--- src/rtl/score_display.sv ---
// Binary score to three-digit seven-segment display, converted by a
// sequential double-dabble (shift-and-add-3) FSM with registered outputs.
module score_display #(
  parameter bit BLANK_LEADING = 1'b1
) (
  input  logic        Clock,
  input  logic        Reset,
  input  logic [11:0] Score,
  output logic [6:0]  HEX0,
  output logic [6:0]  HEX1,
  output logic [6:0]  HEX2,
  output logic        Busy
);

  typedef enum logic [1:0] {IDLE, SHIFT, LOAD} state_t;

  localparam logic [6:0] SEG_BLANK    = 7'b1111111;
  localparam logic [6:0] SEG_ZERO     = 7'b1000000;
  localparam logic [6:0] HEX_LEAD_RST = BLANK_LEADING ? SEG_BLANK : SEG_ZERO;
  localparam logic [3:0] LAST_ITER    = 4'd11;

  state_t      state, state_next;
  logic [23:0] sr, sr_next, sr_corr;   // {bcd hundreds/tens/ones, binary}
  logic [3:0]  iter, iter_next;
  logic [11:0] shown, shown_next;
  logic [11:0] captured, captured_next;
  logic [11:0] score_clamped;
  logic [6:0]  hex0_next, hex1_next, hex2_next;
  logic        busy_next;

  function automatic logic [6:0] seg7(input logic [3:0] d);
    case (d)
      4'd0:    seg7 = 7'b1000000;
      4'd1:    seg7 = 7'b1111001;
      4'd2:    seg7 = 7'b0100100;
      4'd3:    seg7 = 7'b0110000;
      4'd4:    seg7 = 7'b0011001;
      4'd5:    seg7 = 7'b0010010;
      4'd6:    seg7 = 7'b0000010;
      4'd7:    seg7 = 7'b1111000;
      4'd8:    seg7 = 7'b0000000;
      4'd9:    seg7 = 7'b0010000;
      default: seg7 = SEG_BLANK;
    endcase
  endfunction

  function automatic logic [3:0] add3(input logic [3:0] n);
    add3 = (n >= 4'd5) ? n + 4'd3 : n;
  endfunction

  assign score_clamped = (Score > 12'd999) ? 12'd999 : Score;

  always_comb begin
    // NOTE: every signal written here gets a hold default first, so no latch is inferred.
    state_next    = state;
    sr_next       = sr;
    iter_next     = iter;
    shown_next    = shown;
    captured_next = captured;
    hex0_next     = HEX0;
    hex1_next     = HEX1;
    hex2_next     = HEX2;
    sr_corr       = {add3(sr[23:20]), add3(sr[19:16]), add3(sr[15:12]), sr[11:0]};

    unique case (state)
      IDLE: begin
        if (Score != shown) begin
          captured_next = Score;
          sr_next       = {12'd0, score_clamped};
          iter_next     = 4'd0;
          state_next    = SHIFT;
        end
      end
      SHIFT: begin
        sr_next   = {sr_corr[22:0], 1'b0};
        iter_next = iter + 4'd1;
        if (iter == LAST_ITER) state_next = LOAD;
      end
      LOAD: begin
        // Hundreds zero blanks HEX2; hundreds and tens both zero also blanks HEX1.
        hex0_next  = seg7(sr[15:12]);
        hex1_next  = (BLANK_LEADING && sr[23:20] == 4'd0 && sr[19:16] == 4'd0)
                     ? SEG_BLANK : seg7(sr[19:16]);
        hex2_next  = (BLANK_LEADING && sr[23:20] == 4'd0) ? SEG_BLANK : seg7(sr[23:20]);
        shown_next = captured;
        state_next = IDLE;
      end
      default: state_next = IDLE;
    endcase

    busy_next = (state_next != IDLE);
  end

  always_ff @(posedge Clock or posedge Reset) begin
    if (Reset) begin
      state    <= IDLE;
      sr       <= '0;
      iter     <= '0;
      shown    <= '0;
      captured <= '0;
      HEX0     <= SEG_ZERO;
      HEX1     <= HEX_LEAD_RST;
      HEX2     <= HEX_LEAD_RST;
      Busy     <= 1'b0;
    end else begin
      // NOTE: non-blocking assignments so every register samples pre-edge values.
      state    <= state_next;
      sr       <= sr_next;
      iter     <= iter_next;
      shown    <= shown_next;
      captured <= captured_next;
      HEX0     <= hex0_next;
      HEX1     <= hex1_next;
      HEX2     <= hex2_next;
      Busy     <= busy_next;
    end
  end

endmodule

--- config.mk ---
export PLATFORM = sky130hd
export DESIGN_NAME = score_display
export DESIGN_NICKNAME = d
export VERILOG_FILES = /design/src/rtl/score_display.sv
export SDC_FILE = /design/constraint.sdc
export NUM_CORES = 1
export LEC_CHECK = 0
export ABC_AREA = 0
export CORE_AREA = 2 2 65 128
export CTS_CLUSTER_SIZE = 14
export DETAILED_ROUTE_END_ITERATION = 10
export DIE_AREA = 0 0 67 130
export PLACE_DENSITY_LB_ADDON = 0.3
export SYNTH_ARGS = -nofsm -noshare
export SYNTH_HDL_FRONTEND = slang
export SYNTH_SLANG_ARGS = --single-unit
--- constraint.sdc ---
create_clock -name Clock -period 2.5 [get_ports Clock]
set_input_delay 0.5 -clock Clock [delete_from_list [all_inputs] [get_ports Clock]]
set_output_delay 0.5 -clock Clock [all_outputs]
set_load 0.01 [all_outputs]
==> out/results.tsv <==
stage	metric	value	unit
clock_network	clock_latency	0.33	ns
global_routing	antenna_found_initial	0	
die	floorplan.rows	46	
global_routing	groute.usage.overall	20.94	%
global_routing	busiest_layer	met2	
clock_network	cts.sinks	76	
die	initial_utilization	49.98	%
power_and_ir_drop	p_sw_share	35.61	%
sta	tns	0	ns
routing	wl	8.367	mm
critical_path	reg2reg_setup_slack	0.67	ns
synth	synth_warnings	0	
synth	ys_types	45	
global_routing	grt_pass1_wl	13.78	mm
synth	ys.flop_type	dfrtp_1	
cells_and_area	synthToLayoutAreaGrowth	22.77	%
die	die-area	8710	µm²
routing	drt-pass1-iter-count	4	
worst_hold_path	hold_path.class	reg -> reg	
cells_and_area	fill_cells	680	
sta	fin_skew	0.005621	ns
die	die_h	130	µm
power_and_ir_drop	power_frac_clock	21.1	%
sta	drv_slew	0	
sta	hold_violations	0	
sta	post-route-min-period	2.054	ns
placement	dpl.hpwl	5.841	mm
cells_and_area	final_cell_mix	65 x nand2_1, 61 x dfrtp_1, 35 x clkdlybuf4s50_1	
clock_network	cts-htree-levels	3	
sta	postLayoutSetupSlackWorst	0.4465	ns
cells_and_area	layout-drive-gt1-share	16.63	%
global_routing	gr-usage-met1	27.01	%
cells_and_area	final_nets	471	
clock_network	cts_buffers	9	
synth	avgSynthCellArea	9.955	µm²
critical_path	arrival	2.29	ns
placement	pre_cts_slack	0.1306	ns
critical_path	startpoint_type	input pin	
cells_and_area	num_antenna_cells	0	
routing	drtIter0Drc	174	
critical_path	path_delay_family	buffers and inverters	
clock_network	cts_tree	built	
clock_network	clk_pin_slew	0.06	ns
routing	via_per_inst	5.510	
placement	place.gp.congestion	0.8743	
sta	whs	0.4617	ns
global_routing	met3_usage	3.879	%
synth	syn_nets	424	
global_routing	grt_max_degree	37	
clock_network	cts_hold_buf	0	
clock_network	root_buffer	clkbuf_16	
global_routing	first_global_vias	2838	
critical_path	cp_num_buf_inv	3	
critical_path	path_cells	clkdlybuf4s50_1, xnor2_1, nand4_1, o41ai_4, inv_2, buf_4, o22ai_1	
clock_network	ctsResizeCount	0	
sta	tightestPinTransition	0.6593	ns
global_routing	grtUsageMet2	34.42	%
synth	synth-seq-cells	76	
status	status	finished clean	
power_and_ir_drop	power.ir.vdd_worst	0.7153	mV
routing	vias	2981	
routing	drc_errors	0	
sta	rsz0062_at_grt	no	
critical_path	critPathSlowestCell	clkdlybuf4s50_1	
sta	fin_crit_sh	82.14	%
synth	async_flop_share	100.0	%
power_and_ir_drop	p_leak	2.185	nW
power_and_ir_drop	p_seq_share	36.7	%
synth	synth_edf_count	0	
sta	fmax	487.0	MHz
critical_path	end_kind	flip-flop	
power_and_ir_drop	power.density	1386	nW/µm²
synth	netlist_area	3913	µm²
global_routing	grt-ovfl-total	0	
synth	ys_seq_area_share	49.09	%
clock_network	clk_path_buf_depth	2	
die	ios	36	
power_and_ir_drop	p_int	4.285	mW
power_and_ir_drop	p_comb_share	42.2	%
die	core-area	7828	µm²
sta	setup_viol	0	
clock_network	post_cts_buffers	0	
critical_path	required	2.73	ns
die	die_w	67	µm
sta	slew_headroom	55.88	%
power_and_ir_drop	fin_total_pwr	6.655	mW
placement	io_buffers	35	
run	cap_violations	0	
routing	final_antenna_net_count	0	
synth	syn_inst	393	
routing	wl_per_cell	15.47	µm
critical_path	worstSetupPathType	in -> reg	
cells_and_area	final_common_cell	nand2_1	
critical_path	cp_max_fo	7	
critical_path	cpPeakStageDelay	0.51	ns
power_and_ir_drop	power_switching	2.370	mW
==> area by class of cell <==
| class | instances | area [µm²] | share of cell area, % |
|---|---|---|---|
| well taps | 96 | 120.1 | 2.501 |
| multi-input cells | 273 | 1818 | 37.85 |
| inverters | 26 | 97.59 | 2.032 |
| repair buffers | 54 | 518.0 | 10.78 |
| flip-flops and latches | 76 | 1921 | 39.98 |
| clock inverters | 4 | 72.57 | 1.511 |
| clock buffers | 12 | 256.5 | 5.340 |
==> state kept, by name, summed over array words and instances, names as in the netlist <==
register and flops:
Busy 1, HEX0 7, HEX1 7, HEX2 7
captured 12, iter 4, shown 12, sr 24
state 2
==> layer usage <==
layer	share of wire (%)	vias to the layer above
met2	51	63
met1	45	1443
met5	0	-
met3	3.0	6
met4	1.2	0
li1	-	1469
==> cells in the mapped netlist, types with 2 or more instances <==
master / number / area (µm²)
a211oi_1: 4 / 30.03
a21oi_1: 16 / 80.08
a22o_1: 3 / 26.28
a31oi_1: 2 / 12.51
and3_1: 2 / 12.51
and4_1: 5 / 43.79
buf_2: 3 / 15.01
clkbuf_1: 13 / 48.80
dfrtp_1: 61 / 1526
dfstp_2: 15 / 394.1
ha_1: 17 / 212.7
inv_1: 25 / 93.84
mux2_2: 12 / 135.1
mux2_4: 4 / 60.06
mux2i_1: 11 / 110.1
nand2_1: 65 / 244.0
nand2b_1: 5 / 31.28
nand3_1: 3 / 15.01
nand4_1: 4 / 25.02
nor2_1: 26 / 97.59
nor2b_1: 2 / 12.51
nor3_1: 5 / 25.02
nor4_1: 2 / 12.51
o211ai_1: 2 / 15.01
o21ai_0: 23 / 115.1
o22a_1: 10 / 87.58
o22ai_1: 13 / 81.33
o31ai_1: 7 / 52.55
or2_2: 3 / 18.77
xnor2_1: 15 / 131.4
==> power groups by stage <==
stage	Clock [mW]	Combinational [mW]	Sequential [mW]
after floorplan	0	2.00	2.35
after global placement	0	2.71	2.44
after detailed placement	0	2.79	2.45
after CTS	1.43	2.83	2.44
after global routing	1.48	3.15	2.53
final	1.41	2.81	2.44
==> worst reg2reg max path: stages, from the launching register on <==
cell	delay [ns]
dfrtp_1	0.40
xnor2_1	0.20
nand4_1	0.21
o41ai_4	0.41
inv_2	0.15
buf_4	0.19
o22ai_1	0.17
==> logic make-up (layout without fill, tap and decap cells) <==
family / count (synthesis) / after routing / share of synthesized area (%)
AO/OA/AOI/OAI: 90 / 90 / 15.57
XOR/XNOR: 15 / 15 / 3.358
adder cells (fa/ha/maj): 17 / 17 / 5.436
buffers and inverters: 44 / 96 / 4.509
flip-flops: 76 / 76 / 49.09
multiplexers: 28 / 28 / 8.091
AND/OR/NAND/NOR: 123 / 123 / 13.94
==> metrics by stage <==
| step | util (%) | area [µm²] | instances |
|---|---|---|---|
| 2_1_floorplan | - | 3913 | 393 |
| 3_3_place_gp | 57.16 | 4474 | 525 |
| 3_5_place_dp | 57.16 | 4474 | 525 |
| 4_1_cts | 61.37 | 4803 | 541 |
| 5_1_grt | 61.37 | 4803 | 541 |
| 6_report | 61.37 | 4803 | 541 |
==> worst paths after layout <==
path	endpoint	startpoint	depth (start not counted)
max in group asynchronous	HEX2[6]	Reset	3
worst min-delay path	shown[7]	captured[7]	2
min in group asynchronous	shown[6]	Reset	2
worst max-delay path	sr[20]	Score[9]	7
worst min register to register	shown[7]	captured[7]	2
worst max register to register	sr[20]	shown[4]	6
Power figures use the tool's default switching activity.
